===== src/rtl/uart_sched_pkg.sv =====
// Shared types and constants for the multi-requester UART transmit scheduler.
package uart_sched_pkg;

  typedef enum logic [2:0] {
    IDLE,
    ARB,
    LOAD,
    WAIT,
    GAP,
    POST
  } sched_state_e;

  localparam logic [15:0] UART_DEFAULT_CLKDIV = 16'd27;

  // Width of an index able to address n requesters; never narrower than one bit.
  function automatic int idx_width(input int n);
    return (n > 1) ? $clog2(n) : 1;
  endfunction

endpackage


===== src/rtl/uart_tx_sched_rr_arbiter.sv =====
// Combinational round-robin picker: first requester strictly after ptr_i, wrapping N-1 -> 0.
module rr_arbiter
  import uart_sched_pkg::*;
#(
  parameter int unsigned N = 4,
  parameter int unsigned W = idx_width(N)
) (
  input  logic [N-1:0] req_i,
  input  logic [W-1:0] ptr_i,
  output logic [N-1:0] gnt_o,
  output logic [W-1:0] idx_o
);

  logic        found;
  int unsigned cand;

  always_comb begin
    // NOTE: every combinational output gets a default before the loop, so no path leaves a latch.
    gnt_o = '0;
    idx_o = '0;
    found = 1'b0;
    cand  = 0;
    for (int unsigned k = 1; k <= N; k++) begin
      cand = (32'(ptr_i) + k) % N;
      if (!found && req_i[cand]) begin
        found       = 1'b1;
        gnt_o[cand] = 1'b1;
        idx_o       = W'(cand);
      end
    end
  end

endmodule


===== src/rtl/uart_tx_sched.sv =====
// Shares one byte transmitter between NUM_REQ requesters: round-robin grant held for a whole
// message, start/done handshake with guard gap and done-timeout, idle-only baud divisor updates.
module uart_tx_sched
  import uart_sched_pkg::*;
#(
  parameter int unsigned NUM_REQ        = 4,
  parameter int unsigned GAP_CYCLES     = 0,
  parameter int unsigned TIMEOUT        = 65535,
  parameter logic [15:0] DEFAULT_CLKDIV = UART_DEFAULT_CLKDIV
) (
  input  logic                 clk_i,
  input  logic                 rst_n_i,
  input  logic [NUM_REQ-1:0]   req_valid_i,
  input  logic [8*NUM_REQ-1:0] req_data_i,
  input  logic [NUM_REQ-1:0]   req_last_i,
  output logic [NUM_REQ-1:0]   req_ready_o,
  output logic [NUM_REQ-1:0]   grant_o,
  output logic [7:0]           tx_data_o,
  output logic                 tx_start_o,
  input  logic                 tx_done_i,
  input  logic                 clkdiv_wr_i,
  input  logic [15:0]          clkdiv_i,
  output logic [15:0]          clkdiv_o,
  output logic                 clkdiv_upd_o,
  output logic                 busy_o,
  output logic                 err_timeout_o
);

  localparam int          IDX_W    = idx_width(NUM_REQ);
  localparam logic [16:0] TO_LIM   = 17'(TIMEOUT);
  localparam logic [15:0] GAP_LAST = 16'(GAP_CYCLES - 1);

  sched_state_e       state_q;
  logic               lock_q;
  logic [IDX_W-1:0]   ptr_q;
  logic [NUM_REQ-1:0] grant_q;
  logic [NUM_REQ-1:0] ready_q;
  logic [7:0]         tx_data_q;
  logic               tx_start_q;
  logic [15:0]        cnt_q;
  logic [15:0]        cnt_d;
  logic [16:0]        cnt_nx;
  logic [15:0]        clkdiv_q;
  logic [15:0]        pend_q;
  logic               pend_vld_q;
  logic               upd_q;
  logic               err_q;

  logic [NUM_REQ-1:0] arb_gnt;
  logic [IDX_W-1:0]   arb_idx;
  logic [7:0]         arb_byte;
  logic [7:0]         own_byte;

  rr_arbiter #(.N(NUM_REQ), .W(IDX_W)) u_arb (
    .req_i (req_valid_i),
    .ptr_i (ptr_q),
    .gnt_o (arb_gnt),
    .idx_o (arb_idx)
  );

  assign arb_byte = req_data_i[{arb_idx, 3'b000} +: 8];
  assign own_byte = req_data_i[{ptr_q, 3'b000} +: 8];
  assign cnt_nx   = {1'b0, cnt_q} + 17'd1;
  assign cnt_d    = (cnt_q == 16'hFFFF) ? cnt_q : cnt_nx[15:0];

  // Start, ready and data are registered on entry to LOAD so they are valid for the LOAD cycle.
  always_ff @(posedge clk_i or negedge rst_n_i) begin
    if (!rst_n_i) begin
      state_q    <= IDLE;
      lock_q     <= 1'b0;
      ptr_q      <= IDX_W'(NUM_REQ - 1);
      grant_q    <= '0;
      ready_q    <= '0;
      tx_data_q  <= '0;
      tx_start_q <= 1'b0;
      cnt_q      <= '0;
      clkdiv_q   <= DEFAULT_CLKDIV;
      pend_q     <= '0;
      pend_vld_q <= 1'b0;
      upd_q      <= 1'b0;
      err_q      <= 1'b0;
    end else begin
      // NOTE: non-blocking assignments throughout; later assignments in this block take priority.
      tx_start_q <= 1'b0;
      ready_q    <= '0;
      upd_q      <= 1'b0;
      err_q      <= 1'b0;
      unique case (state_q)
        IDLE: begin
          if (pend_vld_q) begin
            clkdiv_q   <= pend_q;
            upd_q      <= 1'b1;
            pend_vld_q <= 1'b0;
          end else if (|req_valid_i) begin
            state_q <= ARB;
          end
        end
        ARB: begin
          if (|req_valid_i) begin
            grant_q    <= arb_gnt;
            ptr_q      <= arb_idx;
            ready_q    <= arb_gnt;
            tx_data_q  <= arb_byte;
            tx_start_q <= 1'b1;
            lock_q     <= ~req_last_i[arb_idx];
            state_q    <= LOAD;
          end else begin
            state_q <= IDLE;
          end
        end
        LOAD: begin
          cnt_q   <= 16'd1;
          state_q <= WAIT;
        end
        WAIT: begin
          if (tx_done_i) begin
            cnt_q   <= '0;
            state_q <= (GAP_CYCLES == 0) ? POST : GAP;
          end else if (TIMEOUT != 0 && cnt_nx >= TO_LIM) begin
            err_q   <= 1'b1;
            lock_q  <= 1'b0;
            grant_q <= '0;
            state_q <= IDLE;
          end else begin
            cnt_q <= cnt_d;
          end
        end
        GAP: begin
          if (cnt_q == GAP_LAST) state_q <= POST;
          else                   cnt_q   <= cnt_d;
        end
        POST: begin
          if (!lock_q) begin
            grant_q <= '0;
            state_q <= IDLE;
          end else if (req_valid_i[ptr_q]) begin
            ready_q    <= grant_q;
            tx_data_q  <= own_byte;
            tx_start_q <= 1'b1;
            lock_q     <= ~req_last_i[ptr_q];
            state_q    <= LOAD;
          end
        end
        default: state_q <= IDLE;
      endcase
      // A write in the apply cycle overrides the pending-clear above and waits for the next IDLE.
      if (clkdiv_wr_i) begin
        pend_q     <= clkdiv_i;
        pend_vld_q <= 1'b1;
      end
    end
  end

  assign req_ready_o   = ready_q;
  assign grant_o       = grant_q;
  assign tx_data_o     = tx_data_q;
  assign tx_start_o    = tx_start_q;
  assign clkdiv_o      = clkdiv_q;
  assign clkdiv_upd_o  = upd_q;
  assign err_timeout_o = err_q;
  assign busy_o        = (state_q != IDLE) || lock_q;

endmodule


===== config.mk =====
export PLATFORM = sky130hd
export DESIGN_NAME = uart_tx_sched
export DESIGN_NICKNAME = d
export VERILOG_FILES = /design/src/rtl/uart_sched_pkg.sv /design/src/rtl/uart_tx_sched_rr_arbiter.sv /design/src/rtl/uart_tx_sched.sv
export SDC_FILE = /design/constraint.sdc
export NUM_CORES = 1
export LEC_CHECK = 0
export ABC_AREA = 1
export ABC_CLOCK_PERIOD_IN_PS = 5100
export CAP_MARGIN = 20
export CORE_MARGIN = 3
export CORE_UTILIZATION = 55
export CTS_CLUSTER_DIAMETER = 120
export DETAILED_ROUTE_END_ITERATION = 12
export GPL_ROUTABILITY_DRIVEN = 0
export PLACE_DENSITY_LB_ADDON = 0.12
export REMOVE_ABC_BUFFERS = 1
export SETUP_SLACK_MARGIN = 0.4
export SYNTH_ARGS = -nofsm -noshare
export SYNTH_HDL_FRONTEND = slang
export SYNTH_SLANG_ARGS = --single-unit
export TNS_END_PERCENT = 5

===== constraint.sdc =====
create_clock -name clk_i -period 5.1 [get_ports clk_i]
set_input_delay 1.02 -clock clk_i [delete_from_list [all_inputs] [get_ports clk_i]]
set_output_delay 1.02 -clock clk_i [all_outputs]
set_load 0.05 [all_outputs]

After elaboration in Yosys (flattened, before gate mapping)
Cells that the tools add are included. W data, S select, Z words.

Bits in registers: 74. Input bits: 60. Output and inout bits: 36. Word-level logic and storage cells: 157.

$add $sub $neg: 5. Magnitude comparators: 11. Equality and inequality tests: 19. Shift-type cells: 2. Muxes and demuxes: 77. Bitwise operators: 5. Reduce and logical (&&, ||, !) cells: 25.

Operators by type and width (number): $mux W16 (4); $shiftx A32 B6 Y8 (2); $pmux W16 S3 (1); $mux W4 (11); $mux W1 (29); $mux W8 (3); $mux W3 (7); $ne A2 B2 Y1 const B (10); $lt A2 B3 Y1 const B (6); $pmux W3 S6 (1); $add A16 B1 Y17 const B (1); $ge A17 B16 Y1 const B (1); $eq A16 B16 Y1 const B (1); $pmux W8 S2 (1); $bmux W1 S2 (7); $or A4 B4 Y4 (3); $pmux W4 S3 (1); $mux W2 (5); $reduce_and A5 Y1 (2); $ne A3 B3 Y1 const B (3); $reduce_bool A3 Y1 (3); $demux W1 S2 (4); $ge A2 B1 Y1 const B (4); $pmux W4 S2 (1); 17 further kinds (33).

Longest topological paths before layout
Gate-level depths: netlist of the first run.

Word-level depth: 18. Mapped depth: 17. Depth with buffers taken out: 17.

Hierarchy
A second synthesis of the first run with hierarchy kept.

Cells, all modules: 598. Area, all modules: 4386.7 um2.

Modules (own cells, without submodules): uart_tx_sched (instances 1, cells each 523, area each 3912.5 um2, seq. area each 1859.3 um2); rr_arbiter (instances 1, cells each 75, area each 474.2 um2, seq. area each 0.0 um2).

Worst setup path before layout of the first run
No wires, ideal clock.

Kind: input to register. Start point: input port req_valid_i[2]. End point: register tx_data_q[5], in the netlist tx_data_o[5]. Setup time: 119 ps. Arrival: 2284 ps. Data required time: 4981 ps. Slack: 2698 ps. Stages: 13. Path buffers: 1. Path through: inv_1 nand2_1 nand3_1 nand2_1 nor2_2 nand2_2 nand2_2 nand3_4 buf_2 nand3_1 nand3_1 nand3_1 nand2_1.

Word-level cells in the longest chain between the ends: 15. Elaborated cells on any way between the ends: 30. Those cells by class: eq/ne (2); shift (1); mux (19); reduce/logical (8).

RTL lines: start: declaration (RTL line uart_tx_sched.sv:13) `input logic [NUM_REQ-1:0] req_valid_i,`; $bmux W1 S2 (RTL line uart_tx_sched_rr_arbiter.sv:25) `if (!found && req_i[cand]) begin`; $mux W1 (implied by the code) (RTL line uart_tx_sched_rr_arbiter.sv:25); $mux W1 (RTL line uart_tx_sched_rr_arbiter.sv:25); $logic_not A1 Y1 (RTL line uart_tx_sched_rr_arbiter.sv:25); $logic_and A1 B1 Y1 (RTL line uart_tx_sched_rr_arbiter.sv:25); $mux W1 (RTL line uart_tx_sched_rr_arbiter.sv:25); $logic_not A1 Y1 (RTL line uart_tx_sched_rr_arbiter.sv:25); $logic_and A1 B1 Y1 (RTL line uart_tx_sched_rr_arbiter.sv:25); $mux W1 (RTL line uart_tx_sched_rr_arbiter.sv:25); $logic_not A1 Y1 (RTL line uart_tx_sched_rr_arbiter.sv:25); $logic_and A1 B1 Y1 (RTL line uart_tx_sched_rr_arbiter.sv:25); $mux W2 (RTL line uart_tx_sched_rr_arbiter.sv:25); $shiftx A32 B6 Y8 (RTL line uart_tx_sched.sv:61) `assign arb_byte = req_data_i[{arb_idx, 3'b000} +: 8];`; $mux W8 (RTL line uart_tx_sched.sv:99) `if (|req_valid_i) begin`; $pmux W8 S2 (RTL line uart_tx_sched.sv:88) `unique case (state_q)`; end signal: assignment (RTL line uart_tx_sched.sv:103) `tx_data_q <= arb_byte;`; end signal: assignment (RTL line uart_tx_sched.sv:138) `tx_data_q <= own_byte;`; end: declaration (RTL line uart_tx_sched.sv:38) `logic [7:0] tx_data_q;`.

Parallel ways exist; a longest one is shown, timed or not. The select of a mux whose other input is x is not followed. A chain may end at the register's enable or synchronous reset.

Worst setup path in the final report of the first run
Start point: register state_q[1]. End point: output port busy_o.

Word-level cells in the longest chain between the ends: 2.

RTL lines: start: declaration (RTL line uart_tx_sched.sv:33) `sched_state_e state_q;`; start signal: assignment (RTL line uart_tx_sched.sv:118) `state_q <= (GAP_CYCLES == 0) ? POST : GAP;`; $reduce_bool A3 Y1 (RTL line uart_tx_sched.sv:161) `assign busy_o = (state_q != IDLE) || lock_q;`; $logic_or A1 B1 Y1 (RTL line uart_tx_sched.sv:161); end: declaration (RTL line uart_tx_sched.sv:25) `output logic busy_o,`.

Every way passes these cells.

==> results.cfg, run 1 <==
[synth]
synth.largest_area_cell = dfrtp_1
syn_area_um2 = 4450
synth_most_common_cell = nand2_1
synth_edf_count = 0
synthCells = 594
yosysTopAreaCellShare = 0.382
synth-async-reset-ratio = 1.00
syn_avg_cell_area_um2 = 7.50
synth_seq_cells = 74
ys_types = 37
synth_warnings = 0
yosys-top-cells-count = nand2_1 (202), nand3_1 (79), dfrtp_1 (68)
yosysSeqAreaShare = 0.417
synth-main-ff-cell = dfrtp_1
yosys-top-cells-area = dfrtp_1 (38%), nand2_1 (17%), nand3_1 (8.9%)

[floorplanning]
dieHeight_um = 96.0
dieArea_um2 = 9210
initial_core_util = 0.571
rows = 32
die_width_um = 96.0
num_io_pins = 96
coreArea_um2 = 7810

[grt]
grt_usage = 0.239
grt_pass1_wl_mm = 17.5
overflow = 0
grt_antenna_before_repair = 0
grt_pass1_vias = 3963
grt_max_degree = 52

[sta]
period_share = 0.569
slew_headroom = 0.466
finClkSkew_ps = 9.11
hold_violations = 0
fin_ws_ps = 2200
rsz0062_at_grt = no
setup_tns_ps = 0
tightest_slew_ps = 798
fin_crit_ps = 2900
slew_viol_final = 0
finalSetupViolCount = 0
max_freq_mhz = 344

[critical_path]
crit_family = buffers and inverters
critPathSlowestCell = clkdlybuf4s50_1
cp_cell_sequence = nor2_1 > inv_1 > nor2_1 > nand2_1 > clkdlybuf4s50_1
critPathArrivalTime_ps = 1880
path_class = flip-flop to output pin
slowest_delay_ps = 720
crit_path_frequent_cell = nor2_1
crit_buf_inv = 2
cp-start-kind = flip-flop
cp.required_ps = 4080
cp-end-kind = output pin
worstPathMaxFanout = 5
r2r_setup_slack_ps = 2260

[drt]
dr.pass1.iters = 4
routed_wl_mm = 10.8
drt_iter0_drc = 250
num_vias = 4240
viasPerCell = 5.33
drc_errors = 0
antenna_left = 0
wl_per_cell_um = 13.6

[power_and_ir_drop]
seqPwrFrac = 0.482
p_clk_frac = 0.374
vdd_ir_drop_max_mv = 0.175
leakage_nw = 2.68
comb_power_share = 0.144
p_sw_mw = 0.356
p_per_area_nw_per_um2 = 225
p_sw_frac = 0.279
intPower_mw = 0.918

[finish]
nets = 759
fill_cells = 632
area_delta_synth_final_pct = 27.3
fin_area_um2 = 5670
seq_area_um2 = 1860
multi_input_area_um2 = 2270
diodes = 0
stdcell_count = 796
drive_gt1_frac = 0.114
fin_util = 0.726

[clock_tree]
clk_latency_ps = 360
ctsHoldBuffers = 0
root_buffer = clkbuf_8
numClockSinks = 74
clk_pin_slew_ps = 90
cts_buffers = 9
cts-resized-gates = 0
cts_tree = built
post_cts_buffers = 0
clk_path_buf_depth = 2
htreeDepth = 3

[place]
numPortBuffers = 95
dp_hpwl_mm = 8.00
dp_slack_ps = 1970
place_area_um2 = 5450
place_inst = 779

[hold_path]
hold_path_class = flip-flop to flip-flop

[outcome]
status = complete, no violations

[flow_run]
cap_violations = 0
[stage by stage]
stage / hold slack (ps) / total power [mW]
2_1_floorplan: 436 / 0.715
3_3_place_gp: 448 / 0.802
3_5_place_dp: 454 / 0.806
4_1_cts: 475 / 1.28
5_1_grt: 504 / 1.33
6_report: 473 / 1.27
[sequential cells by signal (all words and copies together), names as in the netlist]
signal and flops:
clkdiv_o 16, clkdiv_upd_o 1, cnt_q 16, err_timeout_o 1, grant_o 4, lock_q 1
pend_q 16, pend_vld_q 1, ptr_q 2, req_ready_o 4, state_q 3, tx_data_o 8
tx_start_o 1
[final timing paths]
kind | from | endpoint | cells after the start
worst max-delay path | state_q[1] | busy_o | 5
worst min-delay path | pend_q[15] | pend_q[15] | 2
worst max register to register | ptr_q[0] | tx_data_o[7] | 14
worst min register to register | pend_q[15] | pend_q[15] | 2
max in group asynchronous | rst_n_i | ptr_q[0] | 3
min in group asynchronous | rst_n_i | tx_data_o[4] | 1
[per-layer routing]
| layer | part of all wire | GRT usage |
|---|---|---|
| met1 | 0.44 | 0.311 |
| met2 | 0.49 | 0.400 |
| met3 | 0.068 | 0.0375 |
| met4 | 0.010 | 0.0900 |
| met5 | 0 | 0 |
[placed cells by master (no fill, tap or decap), drive strengths merged]
master	n
o211ai	1
xor2	4
nor4	1
o21ai	43
clkbuf	9
o22ai	4
mux2	16
nand4	5
a22oi	1
nand3b	1
o221ai	2
nor3	2
ha	10
inv	64
a221oi	1
nor2	51
clkinv	1
a311oi	1
clkinvlp	2
buf	4
o32a	1
nand2	211
dfrtp	68
bufinv	1
nor3b	1
clkdlybuf4s50	94
a21oi	8
nand3	80
dfstp	6
o211a	1
[cell families after synthesis]
group | share of synthesized area
AOI/OAI and AO/OA | 0.0913
xor gates and xnor gates | 0.00786
adders and majority gates | 0.0281
buffers and inverters | 0.0733
DFF | 0.417
muxes | 0.0404
and+or+nand+nor | 0.342
[worst register-to-register path, stage by stage (launching register included)]
cell     delay [ps]
dfstp_2         730
inv_2           190
ha_1            360
inv_1            80
nand3_1         100
nand2_1         130
nor2_2          190
nand2_2         110
nand2_2         140
nand3_4         190
nand2_4         220
nand2_1          90
nand3_1          80
nand3_1          90
nand2_1          80
[layout make-up]
class | instances | share of cell area
clock buffers | 9 | 0.0218
flip-flops and latches | 74 | 0.328
inverters | 61 | 0.0404
repair buffers | 98 | 0.173
clock inverters | 7 | 0.0146
multi-input cells | 445 | 0.400
well taps | 102 | 0.0225
[power by group through the flow]
| stage | registers, mW | logic [mW] | clock network (mW) |
|---|---|---|---|
| 2_1_floorplan | 0.639 | 0.0768 | 0 |
| 3_3_place_gp | 0.624 | 0.178 | 0 |
| 3_5_place_dp | 0.625 | 0.181 | 0 |
| 4_1_cts | 0.613 | 0.183 | 0.486 |
| 5_1_grt | 0.616 | 0.203 | 0.507 |
| 6_report | 0.614 | 0.184 | 0.476 |
(Power assumes the default switching activity.)
==> inputs of run 2 (changes only) <==
Settings changed: ABC_CLOCK_PERIOD_IN_PS 5100 to 2900, CORE_UTILIZATION 55 to 52.
Clock period 5.1 ns to 2.9 ns, I/O delays scaled along.
==> run 2 against run 1 <==
Compared with the run above:
- via count rose by 2.6%
- setup slack got worse by 1700 ps
- combinational power rose by 90%
- largest power group unchanged
- sequential share of layout area fell by 0.77 points
- clock power rose by 80%
- register-to-register slack got worse by 1800 ps
- wire length rose by 5.4%
- final cell count rose by 1.5%
==> results.cfg, run 2 (synthesized netlist as in run 1, its figures left out) <==
[outcome]
status = complete, no violations

[critical_path]
cp.required_ps = 3140
cp-end-kind = flip-flop
slowest_delay_ps = 550
crit_buf_inv = 3
critPathArrivalTime_ps = 2690
crit_path_frequent_cell = nand3_1
cp-start-kind = flip-flop
crit_family = simple AND/OR/NAND/NOR gates
path_class = flip-flop to flip-flop
worstPathMaxFanout = 12
critPathSlowestCell = dfstp_2
cp_cell_sequence = inv_2 > ha_4 > inv_1 > nand3_1 > nand2_2 > nor2_1 > nor2_1 > nand2_2 > buf_12 > nand3_2 > nand3_1 > nand3_1 > nand3_1 > nand2_1

[place]
dp_hpwl_mm = 8.13
place_area_um2 = 5510
dp_slack_ps = 230
numPortBuffers = 95

[sta]
max_freq_mhz = 408
fin_crit_ps = 2450
rsz0062_at_grt = yes
slew_headroom = 0.573
finClkSkew_ps = 10.5
tightest_slew_ps = 639
finalSetupViolCount = 0
setup_tns_ps = 0
fin_ws_ps = 450
hold_violations = 0
period_share = 0.845
slew_viol_final = 0

[clock_tree]
cts_tree = built
clk_path_buf_depth = 2
clk_pin_slew_ps = 90
cts_buffers = 9
root_buffer = clkbuf_8
htreeDepth = 3
clk_latency_ps = 360
ctsHoldBuffers = 0
numClockSinks = 74

[hold_path]
hold_path_class = input pin to async pin

[flow_run]
cap_violations = 0

[grt]
grt_pass1_wl_mm = 19.1
grt_antenna_before_repair = 0
grt_usage = 0.238
grt_max_degree = 53
overflow = 0
grt_pass1_vias = 4155

[drt]
viasPerCell = 5.39
antenna_left = 0
drc_errors = 0
wl_per_cell_um = 14.1
num_vias = 4352
dr.pass1.iters = 5
drt_iter0_drc = 231
routed_wl_mm = 11.4

[finish]
multi_input_area_um2 = 2330
nets = 768
diodes = 0
seq_area_um2 = 1860
area_delta_synth_final_pct = 30.5
drive_gt1_frac = 0.131
final_cell_mix = nand2_1 (201), clkdlybuf4s50_1 (93), nand3_1 (78)
fill_cells = 679
final_common_cell = nand2_1
fin_area_um2 = 5810

[floorplanning]
initial_core_util = 0.539
rows = 33
num_io_pins = 96
dieHeight_um = 98.6
die_width_um = 98.6
coreArea_um2 = 8260
dieArea_um2 = 9710

[power_and_ir_drop]
leakage_nw = 2.73
p_per_area_nw_per_um2 = 393
vdd_ir_drop_max_mv = 0.271
[run 2: cell count changes in the layout (fill, tap and decap cells not counted), sizes merged]
cell           previous run  this run
buf                       4        11
nand3                    80        82
clkdlybuf4s50            94        93
dlymetal6s2s              0         1
[run 2: where the power goes]
group / internal [mW] / switching, mW
sequential: 1.06 / 0.0156
clock: 0.415 / 0.442
combinational: 0.156 / 0.194
[run 2: worst paths after layout]
| kind | slack, ps | endpoint | startpoint | cells past startpoint |
|---|---|---|---|---|
| hold / removal | 210 | tx_data_o[7] | rst_n_i | 1 |
| min in group clk_i | 470 | pend_q[7] | pend_q[7] | 2 |
| setup / recovery | 450 | tx_data_o[2] | ptr_q[0] | 14 |
| setup reg to reg | 450 | tx_data_o[2] | ptr_q[0] | 14 |
| hold reg to reg | 470 | pend_q[7] | pend_q[7] | 2 |
| max in group asynchronous | 1970 | ptr_q[1] | rst_n_i | 2 |
[run 2: worst register-to-register path, cell delays in order, from the launching register on]
cell     delay (ps)
dfstp_2         550
inv_2           110
ha_4            310
inv_1            70
nand3_1         120
nand2_2         100
nor2_1          200
nor2_1           80
nand2_2         160
buf_12          120
nand3_2         140
nand3_1         120
nand3_1         100
nand3_1         100
nand2_1          60
[run 2: routing by layer]
metal,track usage,up-vias,routed length [um]
met2,0.388,149,5500
met3,0.0389,15,810
met4,0.0914,0,206
met5,0,-,0
li1,-,2135,-
met1,0.321,2053,4910
[run 2: final cells by class]
type | count | area share
Sequential cell | 74 | 0.320
Inverter | 61 | 0.0394
Tap cell | 105 | 0.0226
Multi-Input combinational cell | 447 | 0.402
Clock inverter | 7 | 0.0146
Timing Repair Buffer | 105 | 0.180
Clock buffer | 9 | 0.0213
[run 2: stage by stage]
| stage | hold WS (ps) | std cells | power (mW) | util |
|---|---|---|---|---|
| floorplan | 284 | 580 | 1.26 | - |
| global placement | 448 | 788 | 1.41 | 0.667 |
| detailed placement | 456 | 788 | 1.42 | 0.667 |
| CTS | 205 | 804 | 2.28 | 0.693 |
| global route | 237 | 808 | 2.38 | 0.704 |
| finish | 205 | 808 | 2.28 | 0.704 |
[run 2: timing repair]
item                       CTS  global route
pin swaps                    0             3
gates resized for setup      1             8
gates cloned                 0             2
setup buffers                0             2
setup endpoints to repair   25            33
